File: config.mk
export PLATFORM = sky130hd
export DESIGN_NAME = axis_tx_arbiter
export DESIGN_NICKNAME = d
export VERILOG_FILES = /design/src/rtl/axis_tx_arbiter.sv
export SDC_FILE = /design/constraint.sdc
export NUM_CORES = 1
export LEC_CHECK = 0
export BUFFER_PORTS_ARGS = -buffer_cell sky130_fd_sc_hd__buf_4
export CAP_MARGIN = 20
export CORE_AREA = 2 2 94 96
export DETAILED_ROUTE_END_ITERATION = 10
export DIE_AREA = 0 0 96 98
export PLACE_DENSITY_LB_ADDON = 0.12
export SLEW_MARGIN = 20
export SYNTH_ARGS = -nofsm -noshare
export SYNTH_HDL_FRONTEND = slang
export SYNTH_SLANG_ARGS = --single-unit
File: constraint.sdc
create_clock -name axis_aclk -period 1.9 [get_ports axis_aclk]
set_clock_uncertainty 0.15 [all_clocks]
set_input_delay 0.285 -clock axis_aclk [delete_from_list [all_inputs] [get_ports axis_aclk]]
set_output_delay 0.285 -clock axis_aclk [all_outputs]
set_load 0.005 [all_outputs]
File: src/rtl/axis_tx_arbiter.sv
// N:1 round-robin packet arbiter for AXI-Stream sources. The grant is held from the first beat through the accepted tlast beat.
// Define PKT_LEN_EN to report each forwarded packet's byte length and source port.
module axis_tx_arbiter #(
  parameter int N_PORTS = 2,
  parameter int DATA_W  = 64,
  parameter int LEN_W   = 16,
  localparam int GW     = (N_PORTS > 1) ? $clog2(N_PORTS) : 1,
  localparam int KW     = DATA_W / 8
) (
  input  logic                      axis_aclk,
  input  logic                      axis_aresetn,
  input  logic [N_PORTS-1:0]        s_axis_tvalid,
  output logic [N_PORTS-1:0]        s_axis_tready,
  input  logic [N_PORTS*DATA_W-1:0] s_axis_tdata,
  input  logic [N_PORTS*KW-1:0]     s_axis_tkeep,
  input  logic [N_PORTS-1:0]        s_axis_tlast,
  output logic                      m_axis_tvalid,
  input  logic                      m_axis_tready,
  output logic [DATA_W-1:0]         m_axis_tdata,
  output logic [KW-1:0]             m_axis_tkeep,
  output logic                      m_axis_tlast,
  output logic [GW-1:0]             grant_port,
  output logic                      busy,
  output logic                      pkt_len_valid,
  output logic [LEN_W-1:0]          pkt_len_bytes,
  output logic [GW-1:0]             pkt_len_port
);

  typedef enum logic {IDLE, BUSY} state_t;

  state_t            state_reg;
  logic [GW-1:0]     grant_reg;
  logic [DATA_W-1:0] port_data [N_PORTS];
  logic [KW-1:0]     port_keep [N_PORTS];
  logic              in_busy;
  logic              beat_acc;
  logic              beat_last;
  logic              pick_found;
  logic [GW-1:0]     pick_idx;
  int                idx;

  assign in_busy = (state_reg == BUSY);

  generate
    for (genvar gi = 0; gi < N_PORTS; gi++) begin : g_port
      assign port_data[gi]     = s_axis_tdata[gi*DATA_W +: DATA_W];
      assign port_keep[gi]     = s_axis_tkeep[gi*KW +: KW];
      assign s_axis_tready[gi] = in_busy && (grant_reg == GW'(gi)) && m_axis_tready;
    end
  endgenerate

  // Pass-through of the granted port; outputs are forced to zero outside a grant.
  assign m_axis_tvalid = in_busy && s_axis_tvalid[grant_reg];
  assign m_axis_tdata  = in_busy ? port_data[grant_reg] : '0;
  assign m_axis_tkeep  = in_busy ? port_keep[grant_reg] : '0;
  assign m_axis_tlast  = in_busy && s_axis_tlast[grant_reg];

  assign beat_acc   = m_axis_tvalid && m_axis_tready;
  assign beat_last  = beat_acc && m_axis_tlast;
  assign grant_port = grant_reg;
  assign busy       = in_busy;

  // Scan from the farthest candidate back toward grant+1, so the nearest requester wins.
  always_comb begin
    pick_found = 1'b0;
    pick_idx   = grant_reg;
    idx        = 0;
    for (int k = N_PORTS; k >= 1; k--) begin
      idx = int'(grant_reg) + k;
      if (idx >= N_PORTS) idx = idx - N_PORTS;
      if (s_axis_tvalid[GW'(idx)]) begin
        pick_found = 1'b1;
        pick_idx   = GW'(idx);
      end
    end
  end

  always_ff @(posedge axis_aclk or negedge axis_aresetn) begin
    if (!axis_aresetn) begin
      state_reg <= IDLE;
      grant_reg <= GW'(N_PORTS - 1);
    end else begin
      case (state_reg)
        IDLE: begin
          if (pick_found) begin
            grant_reg <= pick_idx;
            state_reg <= BUSY;
          end
        end
        BUSY: begin
          if (beat_last) state_reg <= IDLE;
        end
        default: state_reg <= IDLE;
      endcase
    end
  end

`ifdef PKT_LEN_EN
  localparam int CW = $clog2(KW) + 1;

  logic [LEN_W-1:0] acc_reg;
  logic [LEN_W-1:0] pkt_bytes_reg;
  logic [GW-1:0]    pkt_port_reg;
  logic             pkt_valid_reg;
  logic [CW-1:0]    keep_cnt;
  logic [LEN_W:0]   sum_wide;
  logic [LEN_W-1:0] sum_sat;

  assign keep_cnt = CW'($countones(m_axis_tkeep));
  assign sum_wide = {1'b0, acc_reg} + {{(LEN_W + 1 - CW){1'b0}}, keep_cnt};
  // Clamp at all-ones rather than wrapping on very long packets.
  assign sum_sat  = sum_wide[LEN_W] ? {LEN_W{1'b1}} : sum_wide[LEN_W-1:0];

  always_ff @(posedge axis_aclk or negedge axis_aresetn) begin
    if (!axis_aresetn) begin
      acc_reg       <= '0;
      pkt_bytes_reg <= '0;
      pkt_port_reg  <= '0;
      pkt_valid_reg <= 1'b0;
    end else begin
      pkt_valid_reg <= 1'b0;
      if (beat_acc) begin
        if (m_axis_tlast) begin
          acc_reg       <= '0;
          pkt_valid_reg <= 1'b1;
          pkt_bytes_reg <= sum_sat;
          pkt_port_reg  <= grant_reg;
        end else begin
          acc_reg <= sum_sat;
        end
      end
    end
  end

  assign pkt_len_valid = pkt_valid_reg;
  assign pkt_len_bytes = pkt_bytes_reg;
  assign pkt_len_port  = pkt_port_reg;
`else
  assign pkt_len_valid = 1'b0;
  assign pkt_len_bytes = '0;
  assign pkt_len_port  = '0;
`endif

endmodule

==> results of run 1 <==
cells in the final DEF, fill, tap and decap left out, drive strengths merged, types with 7 or more instances in the layout:
cell type	Yosys	routed
nor2	75	75
clkbuf	5	7
conb	1	18
mux2i	74	74
buf	30	245
worst max-delay path, stage by stage, from the launching register on:
cell	delay, ns
dfstp_4	0.65
buf_12	0.15
clkbuf_16	0.17
mux2i_1	0.19
nor2_1	0.07
buf_4	0.14
power by group through the flow:
stage / registers (mW) / logic [mW] / clock network, mW
final: 0.112 / 3.88 / 0.178
after global routing: 0.116 / 4.18 / 0.192
after CTS: 0.106 / 3.75 / 0.183
after detailed placement: 0.112 / 3.04 / 0
after global placement: 0.111 / 3.05 / 0
after floorplan: 0.0857 / 1.81 / 0
stage by stage:
step           power, mW  setup WS, ns  hold slack (ns)
6_report            4.17        -0.118            0.204
3_5_place_dp        3.15        0.0873          -0.0769
3_3_place_gp        3.16        0.0781          -0.0780
4_1_cts             4.03        -0.134            0.198
2_1_floorplan       1.90         0.310           -0.161
5_1_grt             4.49        -0.177            0.216
how the worst max path moves through the flow:
| stage | endpoint | cells after the start |
|---|---|---|
| after detailed placement | m_axis_tdata[55] | 4 |
| final | m_axis_tdata[10] | 5 |
| after floorplan | m_axis_tdata[16] | 5 |
| after CTS | m_axis_tvalid | 5 |
| after global placement | m_axis_tdata[55] | 4 |
| after global routing | m_axis_tdata[0] | 5 |
registers in the layout, summed over array words and instances (netlist names):
name and count:
busy 1, grant_port 1
kinds of logic (layout without fill, tap and decap cells):
kind of cell | count (synthesis) | in the layout | synth area share, %
simple gates | 79 | 79 | 21.1
mux | 74 | 74 | 51.4
buf+inv | 36 | 254 | 22.3
flops | 2 | 2 | 3.56
other cells | 1 | 18 | 0.260
compound gates | 1 | 1 | 0.781
xor+xnor | 1 | 1 | 0.608
what timing repair did:
item | in CTS | in global routing
pin swaps | 0 | 13
buffers inserted | 10 | 0
resized for setup | 14 | 12
setup endpoints to repair | 69 | 75
hold buffers | 1 | 0
hold endpoints to repair | 2 | 0
cloned | 3 | 3
routing by layer:
layer	track usage (%)	vias up	wire (um)
li1	-	1075	-
met1	12.8	972	2300
met2	26.0	133	4050
met3	3.70	4	754
met4	2.75	0	49
met5	0	-	0
final cells by class:
cell class,count,area (sq um)
fill,910,4940
timing repair buffer,249,2120
multi-input combinational,173,1170
tap,108,135
inverter,1,3.75
sequential,2,55.1
clock buffer,4,45.0
==> results.sh, run 1 <==
export IMPL_gr_total_overflow=0
export IMPL_maxSlewViolCount=0
export IMPL_cp_arrival_ns=1.58
export IMPL_status="finished with violations"
export IMPL_grtUsageTotal_pct=13.0
export IMPL_dp_hpwl_mm=5.15
export IMPL_synth_top_area_share_pct=51.4
export IMPL_ys_warnings_count=0
export IMPL_p_sw_mw=1.56
export IMPL_grt_pass1_wl_mm=9.67
export IMPL_setup_viol=71
export IMPL_instances_no_fill=537
export IMPL_cp_startpoint="grant_port"
export IMPL_design_area_sq_um=3520
export IMPL_end_kind="output port"
export IMPL_synth_edff_count=0
export IMPL_dp_cells=517
export IMPL_drtAntennaViolNets=0
export IMPL_cts_tree="built"
export IMPL_antenna_found_initial=0
export IMPL_initial_core_util_pct=17.0
export IMPL_switching_share_pct=37.4
export IMPL_clockBufferDepth=2
export IMPL_p_seq_share_pct=2.7
export IMPL_min_path_type="in2reg"
export IMPL_synth_ff_latch_count=2
export IMPL_setup_tns_ns=-4.86
export IMPL_fin_ws_ns=-0.118
export IMPL_die_w_um=96
export IMPL_gp_congestion=0.701
export IMPL_synth_area_per_cell_sq_um=7.43
export IMPL_placed_area_sq_um=3110
export IMPL_syn_inst=194
export IMPL_cts_sinks=2
export IMPL_clockRootBuffer="clkbuf_8"
export IMPL_p_per_area_nw_per_um2=1180
export IMPL_cp_required_ns=1.46
export IMPL_core_rowCount=34
export IMPL_grt_pass1_vias=1983
export IMPL_yosys_top_cells_count="nor2_1, mux2i_1, buf_4, buf_12, clkbuf_1"
export IMPL_synthFlopType="dfstp_2"
export IMPL_vias=2184
export IMPL_r2r_start="grant_port"
export IMPL_core_sq_um=8470
export IMPL_async_flop_share_pct=100
export IMPL_yosysTopAreaCell="mux2i_1"
export IMPL_cap_violations=0
export IMPL_cts_buffers_inserted=3
export IMPL_p_leak_nw=2.01
export IMPL_holdCritStartpoint="s_axis_tvalid[0]"
export IMPL_cts_clk_slew_worst_paths_ns=0.03
export IMPL_whs_path_depth=3
export IMPL_area_delta_synth_final_pct=145
export IMPL_finalWirelength_mm=7.16
export IMPL_fin_util_pct=41.6
export IMPL_r2r_end="busy"
export IMPL_intPower_mw=2.61
export IMPL_crit_fanout=8
export IMPL_viasPerCell=4.07
export IMPL_avgRoutedWirePerCell_um=13.3
export IMPL_clk_latency_ns=0.21
export IMPL_drt_initial_drc_count=37
export IMPL_diodes=0
export IMPL_peakVddDrop_uv=473
export IMPL_cp_start_kind="flip-flop"
export IMPL_drive_gt1_share_pct=61.1
export IMPL_yosysMostFrequentCell="nor2_1"
export IMPL_synth_area_top_cells="mux2i_1, nor2_1, buf_4"
export IMPL_io_pins=247
export IMPL_finalHoldViolCount=0
export IMPL_yosysSeqAreaShare_pct=3.56
export IMPL_finalNetCount=581
export IMPL_reg2reg_depth=5
export IMPL_fin_crit_ns=2.02
export IMPL_fmax_ghz=0.496
export IMPL_place_port_buffers=228
export IMPL_violations="negative setup slack"
export IMPL_hold_end="grant_port"
export IMPL_grt_max_degree=76
export IMPL_die_area_sq_um=9410
export IMPL_yosys_cell_types_count=17
export IMPL_drt_pass1_iterations=3
export IMPL_path_class="reg2out"
export IMPL_synth_area_sq_um=1440
export IMPL_rsz0062_at_grt="true"
export IMPL_drc=0
export IMPL_combPwrFrac_pct=93.0
export IMPL_period_share_pct=106
export IMPL_clockPowerShare_pct=4.3
export IMPL_die_y_um=98
export IMPL_r2r_slack_ns=0.13
export IMPL_cts_htree_levels=1
Note: power is estimated with default switching activity, not from simulation.
==> run 2, diff against run 1 <==
--- a/config.mk
+++ b/config.mk
@@ -11,6 +11,7 @@
 export DETAILED_ROUTE_END_ITERATION = 10
 export DIE_AREA = 0 0 96 98
 export PLACE_DENSITY_LB_ADDON = 0.12
+export RECOVER_POWER = 100
 export SLEW_MARGIN = 20
 export SYNTH_ARGS = -nofsm -noshare
 export SYNTH_HDL_FRONTEND = slang
==> results.sh, run 2 (same netlist as run 1, synthesis figures left out) <==
export IMPL_status="finished with violations"
export IMPL_violations="negative setup slack"
export IMPL_path_class="reg2out"
export IMPL_diodes=0
export IMPL_cp_required_ns=1.46
export IMPL_cts_tree="built"
export IMPL_die_area_sq_um=9410
export IMPL_p_per_area_nw_per_um2=1180
export IMPL_core_sq_um=8470
export IMPL_drt_initial_drc_count=36
export IMPL_vias=2183
export IMPL_fmax_ghz=0.496
export IMPL_gr_total_overflow=0
export IMPL_cts_buffers_inserted=3
export IMPL_whs_ns=0.204
export IMPL_crit_fanout=8
export IMPL_grt_pass1_wl_mm=9.67
export IMPL_rsz0062_at_grt="true"
export IMPL_area_delta_synth_final_pct=144
export IMPL_place_port_buffers=228
export IMPL_finalWirelength_mm=7.16
export IMPL_fin_ws_ns=-0.118
export IMPL_clk_latency_ns=0.21
export IMPL_setup_tns_ns=-4.85
export IMPL_io_pins=247
export IMPL_end_kind="output port"
export IMPL_cts_sinks=2
export IMPL_cp_start_kind="flip-flop"
export IMPL_cp_arrival_ns=1.58
export IMPL_finalHoldViolCount=0
export IMPL_drtAntennaViolNets=0
export IMPL_setup_viol=71
export IMPL_final_cell_mix="buf_4, nor2_1, mux2i_1, conb_1, buf_12"
export IMPL_cts_htree_levels=1
export IMPL_fin_crit_ns=2.02
export IMPL_grtUsageTotal_pct=13.0
export IMPL_antenna_found_initial=0
export IMPL_maxSlewViolCount=0
export IMPL_reg2reg_depth=5
export IMPL_final_common_cell="buf_4"
export IMPL_r2r_slack_ns=0.13
export IMPL_whs_path_depth=3
export IMPL_drc=0
export IMPL_die_y_um=98
export IMPL_clockRootBuffer="clkbuf_8"
export IMPL_grt_max_degree=76
export IMPL_dp_hpwl_mm=5.15
export IMPL_period_share_pct=106
export IMPL_gp_congestion=0.701
export IMPL_core_rowCount=34
export IMPL_grt_pass1_vias=1983
export IMPL_finalNetCount=581
export IMPL_viasPerCell=4.07
export IMPL_drive_gt1_share_pct=60.8
export IMPL_p_leak_nw=2.01
export IMPL_avgRoutedWirePerCell_um=13.3
export IMPL_clockBufferDepth=2
export IMPL_r2r_end="busy"
export IMPL_cap_violations=0
export IMPL_initial_core_util_pct=17.0
export IMPL_crit_end="m_axis_tdata[10]"
export IMPL_fin_util_pct=41.6
export IMPL_r2r_start="grant_port"
export IMPL_drt_pass1_iterations=3
export IMPL_min_path_type="in2reg"
export IMPL_holdCritStartpoint="s_axis_tvalid[0]"
export IMPL_cts_clk_slew_worst_paths_ns=0.03
export IMPL_cp_startpoint="grant_port"
export IMPL_die_w_um=96
export IMPL_peakVddDrop_uv=473
export IMPL_fill_cells=912
-- run 2: worst max-delay path, stage by stage, from the launching register on --
cell and delay, ns:
dfstp_4 0.65, buf_12 0.15, clkbuf_16 0.17, mux2i_1 0.19
nor2_1 0.07, buf_4 0.14
-- run 2: how the worst min path moves through the flow --
stage               slack, ns         end
floorplan               -0.16        busy
global placement        -0.08        busy
detailed placement      -0.08        busy
CTS                      0.20  grant_port
global route             0.22  grant_port
finish                   0.20  grant_port
-- run 2: routing by layer --
metal  global-route usage (%)  part of all wire (%)  wire, um
met1                     12.8                    32      2300
met2                     26.0                    57      4050
met3                     3.70                    11       754
met4                     2.75                  0.68        49
met5                        0                     0         0
-- run 2: power by group --
| part | switching (mW) | internal, mW |
|---|---|---|
| clock network | 0.0355 | 0.142 |
| registers | 0.0344 | 0.0774 |
| logic | 1.49 | 2.39 |
| total | 1.56 | 2.61 |
-- run 2: metrics by stage --
step                setup WS, ns  std cells  area, sq um  power, mW
finish                    -0.118        537         3520       4.17
floorplan                  0.310        211         1510       1.90
global placement          0.0781        517         3110       3.16
global route              -0.177        537         3520       4.49
CTS                       -0.134        535         3430       4.03
detailed placement        0.0873        517         3110       3.15
-- run 2: final cells by class --
type	instances	area (sq um)	share of cell area [%]
clock buffers	4	45.0	1.28
inverters	1	3.75	0.107
multi-input cells	173	1170	33.2
flip-flops and latches	2	55.1	1.56
well taps	108	135	3.84
repair buffers	249	2110	60.0
-- run 2: what timing repair did --
item / CTS / global route
hold endpoints to repair: 2 / 0
gates resized for setup: 14 / 12
gates cloned: 3 / 3
pin swaps: 0 / 13
setup endpoints to repair: 69 / 75
setup buffers: 10 / 0
hold buffers: 1 / 0
==> run 3, diff against run 2 <==
--- a/config.mk
+++ b/config.mk
@@ -16,3 +16,4 @@
 export SYNTH_ARGS = -nofsm -noshare
 export SYNTH_HDL_FRONTEND = slang
 export SYNTH_SLANG_ARGS = --single-unit
+export TNS_END_PERCENT = 50
==> results.sh, run 3 (same netlist as run 1, synthesis figures left out) <==
export IMPL_initial_core_util_pct=17.0
export IMPL_gr_total_overflow=0
export IMPL_gp_congestion=0.701
export IMPL_cp_num_cells=5
export IMPL_p_sw_mw=1.56
export IMPL_die_w_um=96
export IMPL_cap_violations=0
export IMPL_max_stage_delay_ns=0.65
export IMPL_vias=2179
export IMPL_setup_viol=71
export IMPL_cp_startpoint="grant_port"
export IMPL_dp_hpwl_mm=5.15
export IMPL_path_delay_family="flip-flops"
export IMPL_crit_fanout=8
export IMPL_fin_crit_ns=2.02
export IMPL_antenna_found_initial=0
export IMPL_combPwrFrac_pct=93.0
export IMPL_grt_pass1_vias=1985
export IMPL_fmax_ghz=0.495
export IMPL_area_delta_synth_final_pct=144
export IMPL_violations="negative setup slack"
export IMPL_drt_initial_drc_count=26
export IMPL_reg2reg_depth=5
export IMPL_crit_end="m_axis_tdata[10]"
export IMPL_rsz0062_at_grt="true"
export IMPL_io_pins=247
export IMPL_holdCritStartpoint="s_axis_tvalid[0]"
export IMPL_clockPowerShare_pct=4.3
export IMPL_drt_pass1_iterations=3
export IMPL_drive_gt1_share_pct=60.8
export IMPL_setup_tns_ns=-4.86
export IMPL_r2r_slack_ns=0.13
export IMPL_cts_htree_levels=1
export IMPL_crit_chain="buf_12 > clkbuf_16 > mux2i_1 > nor2_1 > buf_4"
export IMPL_crit_buf_inv=3
export IMPL_fill_cells=912
export IMPL_drc=0
export IMPL_cp_required_ns=1.46
export IMPL_cts_buffers_inserted=3
export IMPL_r2r_start="grant_port"
export IMPL_intPower_mw=2.61
export IMPL_min_path_type="in2reg"
export IMPL_final_common_cell="buf_4"
export IMPL_cts_tree="built"
export IMPL_fin_util_pct=41.6
export IMPL_diodes=0
export IMPL_avgRoutedWirePerCell_um=13.3
export IMPL_die_area_sq_um=9410
export IMPL_clockRootBuffer="clkbuf_8"
export IMPL_cts_sinks=2
export IMPL_cts_clk_slew_worst_paths_ns=0.03
export IMPL_finalHoldViolCount=0
export IMPL_end_kind="output port"
export IMPL_clockBufferDepth=2
export IMPL_switching_share_pct=37.5
export IMPL_drtAntennaViolNets=0
export IMPL_p_leak_nw=2.01
export IMPL_p_seq_share_pct=2.7
export IMPL_grtUsageTotal_pct=13.0
export IMPL_p_per_area_nw_per_um2=1180
export IMPL_fin_ws_ns=-0.119
export IMPL_cp_start_kind="flip-flop"
export IMPL_dp_cells=517
export IMPL_path_class="reg2out"
export IMPL_finalWirelength_mm=7.16
export IMPL_period_share_pct=106
export IMPL_clk_latency_ns=0.21
export IMPL_status="finished with violations"
export IMPL_finalNetCount=581
export IMPL_core_sq_um=8470
export IMPL_cp_arrival_ns=1.58
export IMPL_place_port_buffers=228
export IMPL_grt_pass1_wl_mm=9.67
export IMPL_r2r_end="busy"
export IMPL_viasPerCell=4.06
export IMPL_die_y_um=98
export IMPL_instances_no_fill=537
export IMPL_crit_path_top_delay_cell="dfstp_4"
export IMPL_grt_max_degree=76
export IMPL_final_cell_mix="buf_4, nor2_1, mux2i_1, conb_1, buf_12"
export IMPL_core_rowCount=34
export IMPL_maxSlewViolCount=0
export IMPL_peakVddDrop_uv=474
-- run 3: what timing repair did --
action                     4_1_cts  5_1_grt
hold buffers                     1        0
buffers inserted                10        0
hold endpoints to repair         2        0
resized for setup               14       12
setup endpoints to repair       69       75
gates cloned                     3        3
pin swaps                        0       10
-- run 3: final cells by class --
class | instances | area, sq um | share of cell area, %
flip-flops and latches | 2 | 55.1 | 1.56
well taps | 108 | 135 | 3.84
repair buffers | 249 | 2110 | 60.0
multi-input cells | 173 | 1170 | 33.2
clock buffers | 4 | 45.0 | 1.28
inverters | 1 | 3.75 | 0.107
-- run 3: worst min path at each step --
stage / to / slack, ns / cells past startpoint
final: grant_port / 0.20 / 3
after global routing: grant_port / 0.22 / 3
after CTS: grant_port / 0.20 / 3
after detailed placement: busy / -0.08 / 1
after global placement: busy / -0.08 / 1
after floorplan: busy / -0.16 / 0
-- run 3: tightest hold or removal path, stage by stage --
cell      delay (ns)
buf_4           0.13
nand2b_1        0.08
xnor2_1         0.06
-- run 3: metrics by stage --
step	cell area [sq um]	worst slack (ns)	power (mW)	hold slack, ns
2_1_floorplan	1510	0.310	1.90	-0.161
3_3_place_gp	3110	0.0781	3.16	-0.0780
3_5_place_dp	3110	0.0873	3.15	-0.0769
4_1_cts	3430	-0.134	4.03	0.198
5_1_grt	3520	-0.177	4.49	0.216
6_report	3520	-0.119	4.17	0.204
-- run 3: per-layer routing --
layer	part of all wire, %	vias to the layer above	track usage, %
li1	-	1075	-
met1	32	967	12.8
met2	56	133	26.0
met3	11	4	3.70
met4	0.68	0	2.75
met5	0	-	0
-- run 3: power groups by stage --
stage	sequential, mW	clock [mW]	combinational, mW
after global placement	0.111	0	3.05
after CTS	0.106	0.183	3.75
after floorplan	0.0857	0	1.81
after detailed placement	0.112	0	3.04
after global routing	0.116	0.192	4.18
final	0.112	0.178	3.88
